[config.mk]
export PLATFORM = sky130hd
export DESIGN_NAME = seg_display_ctrl_flat
export DESIGN_NICKNAME = d
export VERILOG_FILES = /design/src/rtl/seg_display_ctrl_if.sv /design/src/rtl/seg_display_ctrl.sv /design/src/flat_wrapper.sv
export SDC_FILE = /design/constraint.sdc
export NUM_CORES = 1
export LEC_CHECK = 0
export CAP_MARGIN = 20
export CELL_PAD_IN_SITES_DETAIL_PLACEMENT = 1
export CELL_PAD_IN_SITES_GLOBAL_PLACEMENT = 1
export CORE_ASPECT_RATIO = 0.75
export CORE_UTILIZATION = 35
export CTS_CLUSTER_SIZE = 8
export DETAILED_ROUTE_END_ITERATION = 10
export DONT_BUFFER_PORTS = 1
export PLACE_DENSITY_LB_ADDON = 0.1
export SLEW_MARGIN = 20
export SYNTH_ARGS = -nofsm -noshare
export SYNTH_HDL_FRONTEND = slang
export SYNTH_SLANG_ARGS = --single-unit
[constraint.sdc]
create_clock -name clk -period 2.02 [get_ports clk]
set_clock_uncertainty 0.1 [all_clocks]
set_input_delay 0.404 -clock clk [delete_from_list [all_inputs] [get_ports clk]]
set_output_delay 0.404 -clock clk [all_outputs]
set_load 0.01 [all_outputs]
[src/rtl/seg_display_ctrl_if.sv]
// Bus between the display datapath and the 8-digit scan controller: the digit
// word, dot/brightness controls and the multiplexed segment/select pins.
interface seg_display_ctrl_if;
    logic        en_in;
    logic [31:0] num_in;
    logic [7:0]  dp_in;
    logic [2:0]  bright_in;
    logic [7:0]  seg_out;
    logic [7:0]  sel_out;
    logic        frame_out;

    modport master (
        output en_in, num_in, dp_in, bright_in,
        input  seg_out, sel_out, frame_out
    );

    modport slave (
        input  en_in, num_in, dp_in, bright_in,
        output seg_out, sel_out, frame_out
    );
endinterface

[src/rtl/seg_display_ctrl.sv]
// 8-digit common-anode seven-segment scan controller with per-frame snapshot,
// decimal points, blank-code suppression and 8-level brightness PWM.
module seg_display_ctrl #(
    parameter int unsigned FREQUENCY_IN = 50_000_000,
    parameter int unsigned SCAN_HZ      = 8_000,
    parameter bit          BLANK_EN     = 1'b1
) (
    input  logic               clk,
    input  logic               rst,
    seg_display_ctrl_if.slave  bus
);
    localparam int unsigned SLOT_CNT = FREQUENCY_IN / SCAN_HZ;
    localparam int unsigned SUB_CNT  = SLOT_CNT / 8;
    localparam int unsigned CNT_W    = $clog2(SUB_CNT);
    localparam logic [CNT_W-1:0] CNT_MAX = CNT_W'(SUB_CNT - 1);

    typedef enum logic {
        S_OFF,
        S_SCAN
    } state_t;

    state_t           state_q, state_d;
    logic [CNT_W-1:0] cnt_q, cnt_d;
    logic [2:0]       sub_q, sub_d;
    logic [2:0]       digit_q, digit_d;
    logic [31:0]      num_sh_q, num_sh_d;
    logic [7:0]       dp_sh_q, dp_sh_d;
    logic [2:0]       bright_sh_q, bright_sh_d;
    logic [7:0]       seg_q, seg_d;
    logic [7:0]       sel_q, sel_d;
    logic             frame_q, frame_d;

    logic             cnt_wrap, sub_wrap, frame_wrap, snap, lit;
    logic [3:0]       nib;
    logic [6:0]       glyph;

    // Active-low {g,f,e,d,c,b,a}
    function automatic logic [6:0] decode(input logic [3:0] n);
        logic [6:0] g;
        case (n)
            4'h0: g = 7'h40;  4'h1: g = 7'h79;  4'h2: g = 7'h24;  4'h3: g = 7'h30;
            4'h4: g = 7'h19;  4'h5: g = 7'h12;  4'h6: g = 7'h02;  4'h7: g = 7'h78;
            4'h8: g = 7'h00;  4'h9: g = 7'h10;  4'hA: g = 7'h08;  4'hB: g = 7'h03;
            4'hC: g = 7'h46;  4'hD: g = 7'h21;  4'hE: g = 7'h06;
            default: g = BLANK_EN ? 7'h7F : 7'h0E;
        endcase
        return g;
    endfunction

    always_comb begin
        state_d     = state_q;
        cnt_d       = cnt_q;
        sub_d       = sub_q;
        digit_d     = digit_q;
        num_sh_d    = num_sh_q;
        dp_sh_d     = dp_sh_q;
        bright_sh_d = bright_sh_q;
        snap        = 1'b0;

        cnt_wrap   = (cnt_q == CNT_MAX);
        sub_wrap   = cnt_wrap && (sub_q == 3'd7);
        frame_wrap = sub_wrap && (digit_q == 3'd7);

        case (state_q)
            S_OFF: begin
                cnt_d   = '0;
                sub_d   = '0;
                digit_d = '0;
                if (bus.en_in) begin
                    state_d = S_SCAN;
                    snap    = 1'b1;
                end
            end
            default: begin
                if (!bus.en_in) begin
                    state_d = S_OFF;
                    cnt_d   = '0;
                    sub_d   = '0;
                    digit_d = '0;
                end else begin
                    cnt_d   = cnt_wrap ? '0 : cnt_q + 1'b1;
                    sub_d   = cnt_wrap ? sub_q + 3'd1 : sub_q;
                    digit_d = sub_wrap ? digit_q + 3'd1 : digit_q;
                    snap    = frame_wrap;
                end
            end
        endcase

        if (snap) begin
            num_sh_d    = bus.num_in;
            dp_sh_d     = bus.dp_in;
            bright_sh_d = bus.bright_in;
        end

        // en_in low darkens the very next output so a drop never leaves a digit lit.
        lit   = (state_q == S_SCAN) && bus.en_in && (sub_q <= bright_sh_q);
        nib   = 4'(num_sh_q >> {~digit_q, 2'b00});
        glyph = decode(nib);

        seg_d   = lit ? {~dp_sh_q[digit_q], glyph} : 8'hFF;
        sel_d   = lit ? ~(8'd1 << digit_q) : 8'hFF;
        frame_d = (state_q == S_SCAN) && bus.en_in &&
                  (digit_q == 3'd0) && (sub_q == 3'd0) && (cnt_q == '0);
    end

    always_ff @(posedge clk or negedge rst) begin
        if (!rst) begin
            state_q     <= S_OFF;
            cnt_q       <= '0;
            sub_q       <= '0;
            digit_q     <= '0;
            num_sh_q    <= '0;
            dp_sh_q     <= '0;
            bright_sh_q <= '0;
            seg_q       <= '1;
            sel_q       <= '1;
            frame_q     <= 1'b0;
        end else begin
            state_q     <= state_d;
            cnt_q       <= cnt_d;
            sub_q       <= sub_d;
            digit_q     <= digit_d;
            num_sh_q    <= num_sh_d;
            dp_sh_q     <= dp_sh_d;
            bright_sh_q <= bright_sh_d;
            seg_q       <= seg_d;
            sel_q       <= sel_d;
            frame_q     <= frame_d;
        end
    end

    assign bus.seg_out   = seg_q;
    assign bus.sel_out   = sel_q;
    assign bus.frame_out = frame_q;
endmodule

[src/flat_wrapper.sv]
// flat-port wrapper written by rule: the top's interface ports become plain ports
module seg_display_ctrl_flat 
#(
    parameter int unsigned FREQUENCY_IN = 50_000_000,
    parameter int unsigned SCAN_HZ      = 8_000,
    parameter bit          BLANK_EN     = 1'b1
)
  (clk, rst, bus_en_in, bus_num_in, bus_dp_in, bus_bright_in, bus_seg_out, bus_sel_out, bus_frame_out);
  seg_display_ctrl_if bus_i ();
  input  logic clk;
  input  logic rst;
  input wire logic [$bits(bus_i.en_in)-1:0] bus_en_in;
  input wire logic [$bits(bus_i.num_in)-1:0] bus_num_in;
  input wire logic [$bits(bus_i.dp_in)-1:0] bus_dp_in;
  input wire logic [$bits(bus_i.bright_in)-1:0] bus_bright_in;
  output wire logic [$bits(bus_i.seg_out)-1:0] bus_seg_out;
  output wire logic [$bits(bus_i.sel_out)-1:0] bus_sel_out;
  output wire logic [$bits(bus_i.frame_out)-1:0] bus_frame_out;
  assign bus_i.en_in = bus_en_in;
  assign bus_i.num_in = bus_num_in;
  assign bus_i.dp_in = bus_dp_in;
  assign bus_i.bright_in = bus_bright_in;
  assign bus_seg_out = bus_i.seg_out;
  assign bus_sel_out = bus_i.sel_out;
  assign bus_frame_out = bus_i.frame_out;
  seg_display_ctrl #(.FREQUENCY_IN(FREQUENCY_IN), .SCAN_HZ(SCAN_HZ), .BLANK_EN(BLANK_EN)) u_core (.clk(clk), .rst(rst), .bus(bus_i));
endmodule
==> summary.txt <==
Core ar. - 10,370 um2
HPWL Detailed - 5990 um
Nets@finish - 392
Initial DRC Count - 99
Chip Width - 121.9 um
R2R Setup Slk - -60 ps
Routed WL per cell - 19.99 um
Seq cells post-synth - 77
Cell Pwr Density - 823.2 nW/um2
GR Overflow Total - 0
Compound-cell area share of the yosys netlist - 0.03849
Pin count of the biggest net entering global routing - 78
CTS buffer count - 9
Post-layout util - 0.4596
Overall Power - 0.003923 W
Post-route clock period utilization - 1.028
Failing checks - negative hold slack, negative setup slack
RSZ-0062 raised after global routing - yes
Adder-Cell Fraction of Synth Area - 0.06304
Syn Area/Cell - 13.81 um2
Synthesized Nets - 338
Vias - 2,363
Residual DRC - 0
Die Footprint - 11,200 um2
Hold WS - -336.4 ps
Kind of start point of the critical path - flip-flop
Fmax - 481.7 MHz
Post-synthesis cell type count - 38
Clk Latency, worst-skew pair - 340 ps
Crit path DAT - 2240 ps
Antenna violations before repair - 1
Root Driver - clkbuf_16
Max transition margin - 0.7010
Hold buffer count at CTS - 1
Synthesized cell area - 3771 um2
Synth Warn # - 0
Worst setup EP type - flip-flop
Req. time, crit path - 2180 ps
Tmin final - 2076 ps
Sink Count - 77
Tightest Pin Transition - 447.2 ps
Vias in the first global route - 2,621
FP Rows - 32
Synth Area in XOR/XNOR - 0.02322
Share of post-route cells with drive strength above 1 - 0.5000
Global-route wire length before repair - 14,700 um
Top-Level Pins - 63
Worst r2r src - u_core.digit_q[0]
Proportion of synthesized area in mux cells - 0.2492
Slew Viols, Final - 0
Status - finished, violations left
Reg-to-reg endpoint - u_core.bus.seg_out[3]
R2R cell count - 7
Max-cap viol count - 0
Top cell type's share of synthesized area - 0.4048
Hold/Removal Path Class - in2async
Clk slew on worst S/H paths - 60 ps
TritonCTS clock tree - built
Register area share after synthesis - 0.5163
Largest family of logic cells by synthesized area - multiplexers
Placer Congestion - 0.7010
Number of synthesized flops with an enable pin - 0
Final WS setup - -56.16 ps
Final setup TNS - -467.2 ps
Htree depth - 3
GRT Total Usage - 0.1791
Post-Synth Simple-Gate Area - 0.07532
Async set-reset flop share out of synthesis - 1.000
Avg Vias per Cell - 5.038
Place WS - -192.1 ps
Crit Path Max Fanout - 6
Pre-Repair DR Iteration Count - 4
CP Class - reg2reg
Clock tree buffer depth - 2
Post-Synthesis Cells - 273
Yosys top cell by area - dfrtp_1
Antenna viol nets, final - 0
Top FF cell, synth - dfrtp_1
Final hold vios - 77
Starting Density - 0.3637
Count of buffers from port buffering - 0
Area growth, synth to finish - 26.38%
Top post-synthesis cells by area - dfrtp_1 (40%), mux2_2 (12%), dfstp_2 (11%)
Peak supply drop - 0.0004047 V
Die Height - 91.90 um
Final WL - 9374 um
Final setup vio count - 31
LEAKAGE - 2.060 nW
## layout make-up
cell class | count | area [um2]
Fill cell | 1082 | 5604
Sequential cell | 77 | 1953
Multi-Input combinational cell | 172 | 1810
Timing Repair Buffer | 51 | 483.0
Clock buffer | 10 | 239.0
Tap cell | 136 | 170.2
Inverter | 16 | 68.82
Clock inverter | 6 | 38.79
Antenna cell | 1 | 2.502
## flip-flops by register name, summed over array words and instances, names as in the netlist, 3 cells and up
name,count
u_core.dp_sh_q,8
u_core.bus.seg_out,8
u_core.cnt_q,10
u_core.num_sh_q,32
u_core.sub_q,3
u_core.bright_sh_q,3
u_core.digit_q,3
u_core.bus.sel_out,8
## cell usage after synthesis, types with 3 or more instances
library cell	number
nand4_1	4
inv_1	15
ha_1	19
dfrtp_1	61
a211oi_1	4
nor2_1	17
mux4_1	6
xor2_1	7
nand3_1	9
o221ai_1	3
mux2_2	40
mux2_1	5
xnor2_1	3
nand2_1	17
buf_6	5
mux2i_1	11
dfstp_2	16
mux4_2	4
## routing by layer
metal	GRT usage	vias to the layer above	share of wire
li1	-	1088	-
met1	0.2412	1222	0.48
met2	0.2599	46	0.46
met3	0.07774	7	0.057
met4	0.04938	0	0.010
met5	0	-	0
## power breakdown
group | leakage (nW) | switching, W | internal [W] | total [W]
clock | 0.134 | 0.000659 | 0.000860 | 0.00152
sequential | 0.912 | 0.0000899 | 0.00171 | 0.00180
combinational | 1.01 | 0.000266 | 0.000339 | 0.000605
total | 2.06 | 0.00102 | 0.00291 | 0.00392
## worst max path at each step
stage,from,depth (start not counted),endpoint
6_report,u_core.digit_q[0],7,u_core.bus.seg_out[3]
5_1_grt,u_core.digit_q[0],7,u_core.bus.seg_out[3]
4_1_cts,u_core.digit_q[0],7,u_core.bus.seg_out[3]
3_5_place_dp,u_core.digit_q[2],5,u_core.bus.seg_out[0]
3_3_place_gp,u_core.digit_q[1],5,u_core.bus.seg_out[0]
2_1_floorplan,u_core.digit_q[0],8,u_core.bus.seg_out[3]
## per-stage QoR
step / instance area (um2) / instances
2_1_floorplan: 3782 / 273
3_3_place_gp: 4189 / 441
3_5_place_dp: 4189 / 441
4_1_cts: 4638 / 463
5_1_grt: 4766 / 469
6_report: 4766 / 469
## repair_timing
item | in CTS | in global routing
hold endpoints to repair | 78 | 77
buffers inserted | 4 | 3
endpoints found under the setup margin | 51 | 51
pin swaps | 5 | 5
resized for setup | 27 | 16
gates cloned | 1 | 2
## cells by family after synthesis
| family | Yosys count |
|---|---|
| fa+ha+maj | 19 |
| mux | 70 |
| buf+inv | 24 |
| simple gates | 56 |
| compound gates | 17 |
| xor+xnor | 10 |
| flops | 77 |
## layout by cell type (no fill, tap or decap), types with 5 or more instances in the layout
cell,Yosys,final
dfrtp_1,61,56
buf_6,5,8
buf_4,0,38
nand2_1,17,15
mux2_2,40,39
clkbuf_16,0,11
xor2_1,7,7
dfrtp_2,0,5
mux4_2,4,8
mux2i_1,11,10
nand3_1,9,9
ha_1,19,11
dfstp_2,16,16
inv_1,15,11
nor2_1,17,17
## worst max-delay path, cell delays in order, from the launching register on
cell and delay [ps]:
dfrtp_2 450, mux4_2 520, mux2_4 350, inv_6 100, ha_4 220, inv_2 40
mux2i_1 60, a22oi_1 150
Power figures use the tool's default switching activity.
